$ cat config.mk
export PLATFORM = sky130hd
export DESIGN_NAME = noc_flit_tx
export DESIGN_NICKNAME = d
export VERILOG_FILES = /design/src/rtl/noc_flit_tx.sv
export SDC_FILE = /design/constraint.sdc
export NUM_CORES = 1
export LEC_CHECK = 0
export ABC_AREA = 0
export CORE_ASPECT_RATIO = 0.8
export CORE_MARGIN = 1.5
export CORE_UTILIZATION = 40
export DETAILED_ROUTE_END_ITERATION = 16
export HOLD_SLACK_MARGIN = 0.1
export PLACE_DENSITY = 0.74
export SLEW_MARGIN = 20
export SYNTH_ARGS = -nofsm -noshare
export SYNTH_HDL_FRONTEND = slang
export SYNTH_SLANG_ARGS = --single-unit
$ cat constraint.sdc
create_clock -name clk -period 3 [get_ports clk]
set_input_delay 0.45 -clock clk [delete_from_list [all_inputs] [get_ports clk]]
set_output_delay 0.45 -clock clk [all_outputs]
set_load 0.05 [all_outputs]
$ cat src/rtl/noc_flit_tx.sv
// Source-side packetizer: serialises a descriptor plus payload stream into header/body/tail flits
// for the port arbiter. Optional statistics counters are enabled with FLIT_TX_STATS_EN.
module noc_flit_tx #(
  parameter int DATA_W = 32,
  parameter int SLACK  = 4
) (
  input  logic              clk,
  input  logic              rst,
  input  logic              pkt_valid,
  output logic              pkt_ready,
  input  logic [11:0]       pkt_flits,
  input  logic [DATA_W-1:0] pkt_header,
  input  logic [DATA_W-1:0] data_in,
  input  logic              data_valid,
  output logic              data_ready,
  output logic              req,
  input  logic              grant,
  output logic [2:0]        flit_id,
  output logic [11:0]       length,
  output logic [DATA_W-1:0] flit_data,
  output logic              flit_valid
`ifdef FLIT_TX_STATS_EN
  ,
  output logic [15:0]       stat_pkts,
  output logic [15:0]       stat_preempt,
  output logic [15:0]       stat_stall
`endif
);

  typedef enum logic [1:0] {
    IDLE = 2'd0,
    HEAD = 2'd1,
    BODY = 2'd2,
    TAIL = 2'd3
  } state_t;

  localparam logic [2:0] ID_NONE = 3'b000;
  localparam logic [2:0] ID_HEAD = 3'b001;
  localparam logic [2:0] ID_BODY = 3'b010;
  localparam logic [2:0] ID_TAIL = 3'b100;

  state_t            state, state_nxt;
  logic [11:0]       remaining, remaining_nxt;
  logic              req_nxt;
  logic              flit_valid_nxt;
  logic [2:0]        flit_id_nxt;
  logic [11:0]       length_nxt;
  logic [DATA_W-1:0] flit_data_nxt;
  logic              transfer;
  logic              load;
  logic [11:0]       nflits;
  logic [12:0]       len_sum;

  assign transfer  = flit_valid & grant;
  assign pkt_ready = (state == IDLE);
  // remaining counts flits not yet loaded, so it is nonzero in HEAD/BODY and guards underflow
  assign data_ready = ((state == HEAD) || (state == BODY)) && (remaining != 12'd0) &&
                      (!flit_valid || grant);
  assign load    = data_ready & data_valid;
  assign nflits  = (pkt_flits < 12'd2) ? 12'd2 : pkt_flits;
  assign len_sum = {1'b0, nflits} + 13'(SLACK);

  // Next-state and next-output computation
  always_comb begin
    state_nxt      = state;
    remaining_nxt  = remaining;
    req_nxt        = req;
    flit_valid_nxt = flit_valid;
    flit_id_nxt    = flit_id;
    length_nxt     = length;
    flit_data_nxt  = flit_data;
    case (state)
      IDLE: begin
        if (pkt_valid) begin
          state_nxt      = HEAD;
          remaining_nxt  = nflits - 12'd1;
          req_nxt        = 1'b1;
          flit_valid_nxt = 1'b1;
          flit_id_nxt    = ID_HEAD;
          flit_data_nxt  = pkt_header;
          length_nxt     = len_sum[12] ? 12'hFFF : len_sum[11:0];
        end else begin
          state_nxt = IDLE;
        end
      end
      HEAD, BODY: begin
        if (load) begin
          flit_valid_nxt = 1'b1;
          flit_data_nxt  = data_in;
          remaining_nxt  = remaining - 12'd1;
          if (remaining == 12'd1) begin
            flit_id_nxt = ID_TAIL;
            state_nxt   = TAIL;
          end else begin
            flit_id_nxt = ID_BODY;
            state_nxt   = BODY;
          end
        end else if (transfer) begin
          // flit left but no word ready: a gap, request stays up
          flit_valid_nxt = 1'b0;
          flit_id_nxt    = ID_NONE;
          state_nxt      = BODY;
        end else begin
          state_nxt = state;
        end
      end
      TAIL: begin
        if (transfer) begin
          state_nxt      = IDLE;
          remaining_nxt  = 12'd0;
          req_nxt        = 1'b0;
          flit_valid_nxt = 1'b0;
          flit_id_nxt    = ID_NONE;
          length_nxt     = 12'd0;
          flit_data_nxt  = {DATA_W{1'b0}};
        end else begin
          state_nxt = TAIL;
        end
      end
      default: begin
        state_nxt      = IDLE;
        remaining_nxt  = 12'd0;
        req_nxt        = 1'b0;
        flit_valid_nxt = 1'b0;
        flit_id_nxt    = ID_NONE;
        length_nxt     = 12'd0;
        flit_data_nxt  = {DATA_W{1'b0}};
      end
    endcase
  end

  // State and registered outputs
  always_ff @(posedge clk) begin
    if (rst) begin
      state      <= IDLE;
      remaining  <= 12'd0;
      req        <= 1'b0;
      flit_valid <= 1'b0;
      flit_id    <= ID_NONE;
      length     <= 12'd0;
      flit_data  <= {DATA_W{1'b0}};
    end else begin
      state      <= state_nxt;
      remaining  <= remaining_nxt;
      req        <= req_nxt;
      flit_valid <= flit_valid_nxt;
      flit_id    <= flit_id_nxt;
      length     <= length_nxt;
      flit_data  <= flit_data_nxt;
    end
  end

`ifdef FLIT_TX_STATS_EN
  logic grant_prev;

  // Packet, preemption and stall counters; all wrap at 16 bits
  always_ff @(posedge clk) begin
    if (rst) begin
      grant_prev   <= 1'b0;
      stat_pkts    <= 16'd0;
      stat_preempt <= 16'd0;
      stat_stall   <= 16'd0;
    end else begin
      grant_prev <= grant;
      if ((state == TAIL) && transfer) begin
        stat_pkts <= stat_pkts + 16'd1;
      end
      if (grant_prev && !grant && req) begin
        stat_preempt <= stat_preempt + 16'd1;
      end
      if (req && !grant) begin
        stat_stall <= stat_stall + 16'd1;
      end
    end
  end
`endif

endmodule
## Yosys cells after proc, flatten, opt, wreduce, memory -nomap -nowiden

Index checks and enable logic that the tools add are counted.

- Register bits: 63
- Bits of input ports: 81

- $add $sub $neg: 3
- Magnitude comparators: 1
- Equality and inequality tests: 8
- Mux-type cells: 29
- Bitwise operators: 2
- Reduce and logical (&&, ||, !) cells: 11

Operator list:

| cell | count |
|---|---|
| $mux W32 | 3 |
| $pmux W32 S3 | 1 |
| $mux W12 | 6 |
| $pmux W12 S3 | 1 |
| $pmux W12 S2 | 1 |
| $sub A12 B1 Y12 const B | 2 |
| $add A12 B3 Y13 const B | 1 |
| $eq A12 B1 Y1 const B | 1 |
| $lt A12 B2 Y1 const B | 1 |
| $mux W3 | 4 |
| $reduce_bool A12 Y1 | 1 |
| $pmux W3 S3 | 1 |
| $mux W1 | 6 |
| $mux W2 | 3 |
| $ne A2 B2 Y1 const B | 3 |
| $pmux W2 S3 | 1 |
| $reduce_and A3 Y1 | 2 |
| $eq A2 B2 Y1 const B | 2 |
| $ne A3 B3 Y1 const B | 1 |
| $pmux W1 S3 | 1 |
| $and A1 B1 Y1 | 2 |
| $eq A2 B1 Y1 const B | 1 |
| $logic_and A1 B1 Y1 | 2 |
| $logic_not A2 Y1 | 1 |
| other kinds (5) | 6 |

## Longest topological paths before layout

Gate-level depths: netlist of run 1.

- Depth in word-level cells: 7
- Depth in mapped cells: 10
- Gate-level depth less buffers: 9

## Worst setup path before layout of run 1

OpenSTA, ideal clock, no wires.

- Path type: input port to flip-flop
- From: in pkt_flits[6]
- To: reg remaining[10]
- Setup time: 119 ps
- Arrival time: 2398 ps
- Slack: 483 ps
- Stages on the path: 10
- Cell sequence: clkbuf_1 nor3_1 nand3_1 o41ai_1 ha_1 nand2b_1 nand4_1 xnor2_1 a32oi_1 o2bb2ai_1

- Longest elaborated chain between the ends: 5

RTL lines:

| what | line | source |
|---|---|---|
| start, declared | 11 | `input logic [11:0] pkt_flits,` |
| $lt A12 B2 Y1 | 60 | `assign nflits = (pkt_flits < 12'd2) ? 12'd2 : pkt_flits;` |
| $mux W12 (*) | 60 |  |
| $sub A12 B1 Y12 (*) | 76 | `remaining_nxt = nflits - 12'd1;` |
| $mux W12 (*) | 74 | `if (pkt_valid) begin` |
| $pmux W12 S3 (*) | 72 | `case (state)` |
| end signal, assigned | 144 | `remaining <= remaining_nxt;` |
| end, declared | 43 | `logic [11:0] remaining, remaining_nxt;` |

Mark *: on every way between the ends. The rest lies on a longest branch, timed or not. The select of a mux whose other input is x is not followed.
A chain may end at the register's enable or synchronous reset.

## Worst setup path after layout of run 1

- From: reg remaining[0]
- To: out data_ready

- Longest elaborated chain between the ends: 3

RTL lines:

| what | line | source |
|---|---|---|
| $reduce_bool A12 Y1 | 57 | `assign data_ready = ((state == HEAD) \|\| (state == BODY)) && (remaining != 12'd0) &&` |
| $logic_and A1 B1 Y1 (2 in series) | 57 |  |
| end, declared | 15 | `output logic data_ready,` |

No other way between the ends.

==> results of run 1 <==
per-layer routing:
layer	routed length, um	share of wire
met1	4713	0.45
met2	4950	0.47
met3	662	0.063
met4	234	0.022
met5	0	0
worst max-delay path by stage:
stage                         end  slack (ns)  depth (start not counted)
finish                 data_ready        0.34                          6
global route           data_ready        0.18                          6
CTS                    data_ready        0.34                          6
detailed placement   remaining[8]        0.13                         10
global placement     remaining[6]        0.30                         11
floorplan           remaining[10]        0.48                         10
power groups by stage:
stage | clock network [mW] | registers, mW | logic, mW
CTS | 0.874 | 1.37 | 3.37
detailed placement | 0 | 1.39 | 3.35
global route | 0.914 | 1.42 | 3.61
floorplan | 0 | 2.29 | 1.40
finish | 0.855 | 1.38 | 3.37
global placement | 0 | 1.37 | 3.32
synth_stat cells (3+ instances only):
library cell  count  area share
nor2_1           55       0.061
a21oi_1          22       0.032
nor4_1            3      0.0055
inv_1            11       0.012
xor2_1            4       0.010
a211oi_1          5       0.011
a221oi_1         34       0.088
or4_1             8       0.018
buf_6             3       0.010
ha_1              8       0.030
xnor2_1           6       0.016
and3_1            4      0.0074
nor2b_1           6       0.011
nor3_1           44       0.065
clkbuf_1         30       0.033
buf_2             6      0.0089
a22o_1           11       0.028
o21ai_0          18       0.027
dfxtp_1          63        0.37
nand2b_1          9       0.017
a31oi_1           3      0.0055
nand3_1           8       0.012
nand2_1          29       0.032
layout by cell type (no fill, tap or decap), types with 5 or more instances in the layout:
master           instances
dfxtp_1                 63
nand2_1                 29
a221oi_1                34
xnor2_1                  6
nand3_1                  8
ha_1                     7
nor2_1                  55
buf_4                   23
nor3_1                  44
clkdlybuf4s50_1        129
or4_1                    8
nand2b_1                 9
nor2b_1                  5
o21ai_0                 18
a22o_1                  11
clkbuf_8                 9
a21oi_1                 22
inv_1                   11
worst max-delay path: stages, from the launching register on:
cell	delay [ns]
dfxtp_1	0.35
inv_1	0.12
ha_1	0.25
or3b_2	0.51
nor3_1	0.30
a21oi_1	0.13
buf_4	0.21
flip-flops by register name, indices dropped and copies added, names as in the netlist:
name	cells
flit_id	3
length	12
state	2
flit_data	32
req	1
flit_valid	1
remaining	12
area by class of cell:
type / instances / share of cell area
clock buffer: 9 / 0.02450
clock inverter: 7 / 0.02079
inverter: 11 / 0.008166
multi-input combinational: 312 / 0.3799
sequential: 63 / 0.2494
tap: 108 / 0.02673
timing repair buffer: 153 / 0.2905
cell families (layout without fill, tap and decap cells):
group,after synthesis,in the layout,share of synthesized area
flip-flops,63,63,0.3721
XOR/XNOR,10,10,0.02584
multiplexers,2,2,0.005906
AO/OA/AOI/OAI,115,115,0.2466
buffers and inverters,51,180,0.06645
adder cells (fa/ha/maj),8,8,0.02953
AND/OR/NAND/NOR,177,177,0.2536
through the flow:
| step | setup WS [ns] | util | total power [mW] |
|---|---|---|---|
| 2_1_floorplan | 0.4826 | - | 3.685 |
| 3_3_place_gp | 0.3000 | 0.5966 | 4.698 |
| 3_5_place_dp | 0.1272 | 0.5966 | 4.744 |
| 4_1_cts | 0.3438 | 0.6249 | 5.614 |
| 5_1_grt | 0.1822 | 0.6249 | 5.950 |
| 6_report | 0.3429 | 0.6249 | 5.604 |
==> results.yml, run 1 <==
status:
  status: "finished clean"
floorplanning:
  start_util: 0.4189
  rows: 29
  fp.dieW_um: 105.9
  ioPinCount: 132
  die_area_sq_um: 9039
  die_y_um: 85.34
  core_sq_um: 8092
power:
  leakagePower_nw: 1.936
  switching_share: 0.4930
  ir_drop_v: 0.0005344
  power_frac_clock: 0.152
  p_sw_mw: 2.763
  seq_power_share: 0.246
  power_density_nw_per_um2: 1108
  p_comb_frac: 0.602
  p_int_mw: 2.841
clock_tree:
  cts.htree.levels: 3
  clk_latency_ns: 0.34
  cts_buffer_depth: 2
  clkTransAtPathRegs_ns: 0.08
  cts_made_buffers: 9
  cts_tree: "done"
  post_cts_buffers: 0
  root_buffer: "clkbuf_8"
  postCtsHoldBufs: 0
  cts_sinks: 63
  cts.repair.resized: 0
critical_path:
  cp-start-kind: "flop"
  required_ns: 2.55
  arrival_ns: 2.21
  rr_worst_depth: 6
  crit_fanout: 5
  endpoint_kind: "output port"
  r2r_start: "remaining[6]"
  r2r-end: "flit_data[24]"
  startpoint: "remaining[0]"
  rrSetupSlack_ns: 0.55
  path_class: "reg -> out"
timing:
  finalCriticalPeriod_ns: 2.657
  worst-slew-pin-transition_ns: 0.7385
  fin_setup_tns_ns: 0
  rsz0062_at_grt: "false"
  fin_crit_sh: 0.8857
  skew_ns: 0.01128
  max_slew_margin: 0.5059
  final-hold-violation-count: 0
  hold-worst-slack_ns: 0.4773
  setup_violations: 0
  maxSlewViolCount: 0
  clock.fmax_mhz: 376.4
drt:
  wirelength_mm: 10.56
  drc_errors: 0
  firstDrtPassIters: 6
  vias: 3754
  avgRoutedWirePerCell_um: 15.93
  ant_nets: 0
  via_per_inst: 5.662
  drt_iter0_markers: 253
placement:
  portBuffers: 131
  dp_cells: 647
  placed_area_sq_um: 4827
  dp_hpwl_mm: 7.722
  place_congestion: 0.9310
final_layout:
  antennaDiodeCount: 0
  final-seq-area_sq_um: 1261
  fin_cells: 663
  area_delta_synth_final_pct: 49.17
  nets: 639
  multi_input_area_sq_um: 1921
  fillers: 707
  drive_gt1_frac: 0.08288
  design_area_sq_um: 5056
global_route:
  globalRouteTotalUtil: 0.2291
  grt_remaining_overflow: 0
  grtUsageMet3: 0.03533
  grt_pass1_vias: 3381
  antenna_found_initial: 0
  use_met2: 0.3636
  busiest_layer: "met2"
  grt_pass1_wl_mm: 16.62
  gr-usage-met1: 0.3187
  grt_start_max_net_pins: 40
hold_path:
  whs_path_depth: 2
  hold_class: "reg -> reg"
  holdCritStartpoint: "state[1]"
  holdPathEnd: "state[1]"
synthesis:
  ys.warnings.count: 0
  ys_seq_elements: 63
  postSynthCellCount: 426
  avgSynthCellArea_sq_um: 7.957
  synth_edf_count: 0
  synth-async-reset-ratio: 0
  synthFlopType: "dfxtp_1"
  ys_types: 50
  syn_nets: 515
  syn_area_sq_um: 3390
  yosysSeqAreaShare: 0.3721
job:
  maxCapViolCount: 0
No activity file was read; power rests on OpenSTA's default activity.
==> inputs of run 2 (changes only) <==
Settings changed: CAP_MARGIN set to 30.
==> results of run 2 <==
No change in the layout: final DEF, timing and power equal those of run 1.
